File: config.mk
export PLATFORM = sky130hd
export DESIGN_NAME = score_controller
export DESIGN_NICKNAME = d
export VERILOG_FILES = /design/src/rtl/score_controller.sv
export SDC_FILE = /design/constraint.sdc
export NUM_CORES = 1
export LEC_CHECK = 0
export CAP_MARGIN = 20
export CORE_MARGIN = 2
export CORE_UTILIZATION = 37
export CTS_BUF_LIST = sky130_fd_sc_hd__clkbuf_16
export DETAILED_ROUTE_END_ITERATION = 16
export MAX_ROUTING_LAYER = met4
export PLACE_DENSITY = 0.63
export SETUP_SLACK_MARGIN = 0.02
export SYNTH_ARGS = -nofsm -noshare
export SYNTH_HDL_FRONTEND = slang
export SYNTH_SLANG_ARGS = --single-unit
File: constraint.sdc
create_clock -name clk -period 4.17 [get_ports clk]
set_clock_uncertainty 0.05 [all_clocks]
set_input_delay 0.6255 -clock clk [delete_from_list [all_inputs] [get_ports clk]]
set_output_delay 0.6255 -clock clk [all_outputs]
set_load 0.05 [all_outputs]
File: src/rtl/score_controller.sv
// Score sequencer: gathers hits per frame, commits on frame_tick, and runs the
// IDLE/PLAY/WIN/LOSE game flow with a blinking score display on a win.
module score_controller #(
  parameter int unsigned MAX_SCORE    = 15,
  parameter int unsigned MAX_MISSES   = 3,
  parameter int unsigned BLINK_FRAMES = 15,
  parameter int unsigned PEND_W       = 3
) (
  input  logic       clk,
  input  logic       reset,
  input  logic       start,
  input  logic       hit_event,
  input  logic       miss_event,
  input  logic       frame_tick,
  output logic [7:0] score,
  output logic       score_visible,
  output logic [1:0] misses,
  output logic       playing,
  output logic       win,
  output logic       game_over
);

  localparam int unsigned BW = $clog2(BLINK_FRAMES + 1);

  typedef enum logic [1:0] {
    IDLE = 2'd0,
    PLAY = 2'd1,
    WIN  = 2'd2,
    LOSE = 2'd3
  } state_e;

  state_e            state_q, state_d;
  logic [3:0]        score_q, score_d;
  logic [PEND_W-1:0] pend_q,  pend_d;
  logic [1:0]        miss_q,  miss_d;
  logic [BW-1:0]     blink_q, blink_d;
  logic              vis_q,   vis_d;

  logic [8:0]        sum;
  logic [2:0]        miss_sum;

  always_ff @(posedge clk or posedge reset) begin
    if (reset) begin
      state_q <= IDLE;
      score_q <= '0;
      pend_q  <= '0;
      miss_q  <= '0;
      blink_q <= '0;
      vis_q   <= 1'b1;
    end else begin
      state_q <= state_d;
      score_q <= score_d;
      pend_q  <= pend_d;
      miss_q  <= miss_d;
      blink_q <= blink_d;
      vis_q   <= vis_d;
    end
  end

  always_comb begin
    state_d  = state_q;
    score_d  = score_q;
    pend_d   = pend_q;
    miss_d   = miss_q;
    blink_d  = blink_q;
    vis_d    = vis_q;
    sum      = 9'(score_q) + 9'(pend_q);
    miss_sum = {1'b0, miss_q} + {2'b00, miss_event};

    if (start) begin
      // start from any non-reset state restarts PLAY and beats same-cycle events
      state_d = PLAY;
      score_d = '0;
      pend_d  = '0;
      miss_d  = '0;
      blink_d = '0;
      vis_d   = 1'b1;
    end else begin
      case (state_q)
        IDLE: ;
        PLAY: begin
          if (frame_tick) begin
            score_d = (sum >= 9'(MAX_SCORE)) ? 4'(MAX_SCORE) : sum[3:0];
            pend_d  = PEND_W'(hit_event);
          end else if (hit_event && (pend_q != '1)) begin
            pend_d = pend_q + PEND_W'(1);
          end
          if (miss_event) begin
            miss_d = miss_q + 2'd1;
          end
          if (miss_sum >= 3'(MAX_MISSES)) begin
            state_d = LOSE;
            pend_d  = '0;
          end else if (frame_tick && (sum >= 9'(MAX_SCORE))) begin
            state_d = WIN;
            pend_d  = '0;
            blink_d = '0;
          end
        end
        WIN: begin
          if (frame_tick) begin
            if (blink_q == BW'(BLINK_FRAMES - 1)) begin
              blink_d = '0;
              vis_d   = ~vis_q;
            end else begin
              blink_d = blink_q + BW'(1);
            end
          end
        end
        LOSE: ;
        default: state_d = IDLE;
      endcase
    end
  end

  assign score         = {4'b0000, score_q};
  assign score_visible = vis_q;
  assign misses        = miss_q;
  assign playing       = (state_q == PLAY);
  assign win           = (state_q == WIN);
  assign game_over     = (state_q == LOSE);

endmodule

; ---- After elaboration in Yosys (flattened, before gate mapping)
; Cells that the tools add are included.
[word_totals]
register_bits = 16
in_bits = 6
out_inout_bits = 14
elab_cells = 65
[classes]
addsub = 5
order_cmp = 2
n_eq_ne = 8
n_mux = 27
bitwise = 1
n_reduce_logical = 16
[ops]
columns = cell, n
row1 = $mux W4, 9
row2 = $mux W3, 6
row3 = $mux W2, 7
row4 = $reduce_bool A2 Y1, 5
row5 = $ne A3 B3 Y1 const B, 3
row6 = $pmux W4 S2, 1
row7 = $reduce_and A2 Y1, 4
row8 = $reduce_bool A3 Y1, 2
row9 = $add A4 B3 Y5, 1
row10 = $ge A5 B4 Y1 const B, 1
row11 = $reduce_bool A5 Y1, 1
row12 = $add A4 B1 Y4 const B, 1
row13 = $eq A2 B2 Y1 const B, 2
row14 = $eq A4 B4 Y1 const B, 1
row15 = $mux W1, 4
row16 = $reduce_and A4 Y1, 1
row17 = $add A2 B1 Y3, 1
row18 = $add A3 B1 Y3 const B, 1
row19 = $ge A3 B2 Y1 const B, 1
row20 = $ne A3 B2 Y1 const B, 1
row21 = $reduce_and A3 Y1, 1
row22 = $add A2 B1 Y2 const B, 1
row23 = $eq A2 B1 Y1 const B, 1
row24 = $logic_and A1 B1 Y1, 2
row25 = $not A1 Y1, 1

; ---- Longest topological paths before layout
[depth]
ltp_word = 8
depth_mapped = 6
mapped_depth_nobuf = 6

; ---- Worst setup path after synthesis
; Ideal clock, no wire load.
[synth_path]
path_type = reg2reg
from = reg score_q[0]
to = reg score_q[0]
setup_ns = 0.099
arrival_time_ns = 2.258
required_time_ns = 4.021
setup_slack_ns = 1.763
path_stages_with_launch = 7
path_buffers = 0
synth_period_minus_slack_ns = 2.407
cell_sequence = dfrtp_1 -> ha_1 -> fa_1 -> xnor2_1 -> a2bb2oi_1 -> or3_1 -> a311oi_1
[synth_between]
elab_chain_len = 6
[synth_rtl]
columns = element, line_no
row1 = start: declaration, 33  ; logic [3:0] score_q, score_d;
row2 = start signal: assignment, 52  ; score_q <= score_d;
row3 = $add A4 B3 Y5 (*), 67  ; sum = 9'(score_q) + 9'(pend_q);
row4 = $ge A5 B4 Y1, 83  ; score_d = (sum >= 9'(MAX_SCORE)) ? 4'(MAX_SCORE) : sum[3:0];
row5 = $mux W4 (*), 83
row6 = $mux W4 (*), 82  ; if (frame_tick) begin
row7 = $mux W4 (*), 79  ; case (state_q)
row8 = $mux W4 (*), 70  ; if (start) begin
; Mark *: on every way between the ends. The rest lies on a longest branch, timed or not. The select of a mux whose other input is x is not followed.
; A chain may end at the register's enable or synchronous reset.

; ---- Worst setup path after layout
[layout_path]
from = reg state_q[0]
to = out playing
[layout_between]
elab_chain_len = 1
[layout_rtl]
columns = element, line_no
row1 = start: declaration, 32  ; state_e state_q, state_d;
row2 = start signal: assignment, 51  ; state_q <= state_d;
row3 = $eq A2 B1 Y1, 119  ; assign playing = (state_q == PLAY);
row4 = end: declaration, 18  ; output logic playing,
; No other way between the ends.

==> flow_summary.toml <==
[status]
outcome = "finished, final reports clean"

[setup_path]
crit_chain = "nor2b_1 > clkdlybuf4s50_1"
crit_path_start_kind = "register"
crit_buf_inv = 1
arrival_ns = 1.91
slowest_delay_ns = 0.87
worst-endpoint-required_ns = 3.49
path_class = "reg2out"
critPathTopFamily = "buffers and inverters"
endpoint_kind = "primary output"
slowest_stage = "clkdlybuf4s50_1"
crit_path_max_fanout = 7

[sta]
setup_slack_ns = 1.58
setup_viol = 0
finalCriticalPeriod_ns = 2.59
drv_slew = 0
finalHoldViolCount = 0
max_freq_mhz = 386
rsz0062_at_grt = "false"
worst_pin_slew_ns = 0.752
max_slew_margin_pct = 49.7
tns_ns = 0
period_share_pct = 62.1

[synthesis]
yosysTopAreaCellShare_pct = 33.3
synth-edff-count = 0
yosysMostFrequentCell = "dfrtp_1"
ys_warn_count = 0
synth_common_cells = "dfrtp_1 (15), ha_1 (10), nor2_1 (9)"
syn-cell-area_um2 = 1130
synth_area_leaders = "dfrtp_1 (33%), ha_1 (11%), nand3b_1 (3.3%), nor2_1 (3.0%), buf_4 (2.7%)"
ys_types = 43
syn_inst = 117
async_flop_share_pct = 100
ys_ff_latch = 16
seq_area_frac_synth_pct = 35.7
avgSynthCellArea_um2 = 9.62
yosys.area.top_type = "dfrtp_1"
synth_ff_type = "dfrtp_1"

[pwr]
leakage_nw = 0.612
peakVddDrop_uv = 233
power_density_nw_per_um2 = 376
power_mw = 0.510

[global_routing]
grt_use_total_pct = 16.2
overflow = 0
grt_max_degree = 24
first_global_vias = 905
antenna_found_initial = 0
grt_pass1_wl_um = 4200

[floorplan]
row_count = 20
ios = 20
initial_core_util_pct = 37.8
coreArea_um2 = 2980
die_h_um = 59.2
chipWidth_um = 59.2
dieArea_um2 = 3500

[placed_design]
dp_slack_ns = 1.39
dp.cells = 159
routabilityCongestion = 0.806
dpl.hpwl_um = 1780
portBuffers = 15

[clocking]
cts.htree.levels = 1
clock_latency_ns = 0.25
cts_tree = "done"
cts_made_buffers = 3
clkTransAtPathRegs_ns = 0.05
cts_max_path_buffers = 2
cts_setup_buffers = 0
root_buffer = "clkbuf_16"
holdBufCountCts = 0
cts.sinks = 16
cts_resized = 0

[routing]
wl_per_cell_um = 15.3
drc_errors = 0
ant_nets = 0
vias = 941
drtIter0Drc = 58
drtPass1Iterations = 5
routed_wl_um = 2490
vias_per_cell = 5.77

[flow_run]
cap_violations = 0

[cells_and_area]
n_antenna_cell = 0
finalNetCount = 148
drive_gt1_share_pct = 6.92
fin_cells = 163
area_growth_pct = 20.6

[min_path]
hold_class = "reg2reg"
## routing by layer
metal	GRT usage [%]	share of wire [%]	routed length (µm)	vias to the layer above
met5	-	0	0	-
met4	5.19	1.2	29	0
met3	3.28	4.1	101	6
met2	25.7	47	1180	23
met1	20.7	47	1180	456
li1	-	-	-	456
## logic make-up after synthesis
| group | Yosys count | share of synthesized area, % |
|---|---|---|
| and+or+nand+nor | 47 | 26.6 |
| xor gates and xnor gates | 3 | 2.33 |
| AOI/OAI and AO/OA | 23 | 14.1 |
| adders and majority gates | 11 | 12.9 |
| other | 1 | 0.333 |
| DFF | 16 | 35.7 |
| buffers and inverters | 14 | 6.11 |
| muxes | 2 | 2.00 |
## final cells by class
class	instances	area [µm²]
well taps	33	41.3
repair buffers	15	150
flip-flops and latches	16	402
fillers	309	1620
multi-input cells	90	667
clock inverters	1	3.75
clock buffers	3	75.1
inverters	5	18.8
## flip-flops by register name, indices dropped and copies added (netlist names)
signal and flops:
score_visible 1, blink_q 4, pend_q 3, state_q 2
score_q 4, misses 2
## path summary, 6_finish.rpt
kind | startpoint | end | slack (ns) | cells past startpoint
worst max-delay path | state_q[0] | playing | 1.58 | 2
worst min-delay path | pend_q[2] | pend_q[2] | 0.50 | 1
worst max register to register | pend_q[0] | pend_q[0] | 1.73 | 6
worst min register to register | pend_q[2] | pend_q[2] | 0.50 | 1
max in group asynchronous | reset | score_q[1] | 2.95 | 2
min in group asynchronous | reset | blink_q[1] | 0.71 | 2
## through the flow
step	instance area [µm²]	hold slack, ns	util [%]
after floorplan	1140	0.464	-
after global placement	1280	0.492	42.9
after detailed placement	1280	0.501	42.9
after CTS	1360	0.509	45.6
after global routing	1360	0.539	45.6
final	1360	0.504	45.6
## report_power, final
part	internal [mW]	switching [mW]	leakage [nW]	total, mW
Combinational	0.0519	0.0883	0.360	0.140
Clock	0.127	0.0617	0.0423	0.189
Sequential	0.166	0.0146	0.210	0.181
Total	0.345	0.165	0.612	0.510
## cells in the final DEF (no fill, tap or decap), types with 4 or more instances in the layout
cell type,instances
dfrtp_1,15
clkdlybuf4s50_1,15
ha_1,10
nor2_1,9
inv_1,6
nand3b_1,5
o21ai_0,4
conb_1,4
(Power assumes the default switching activity.)
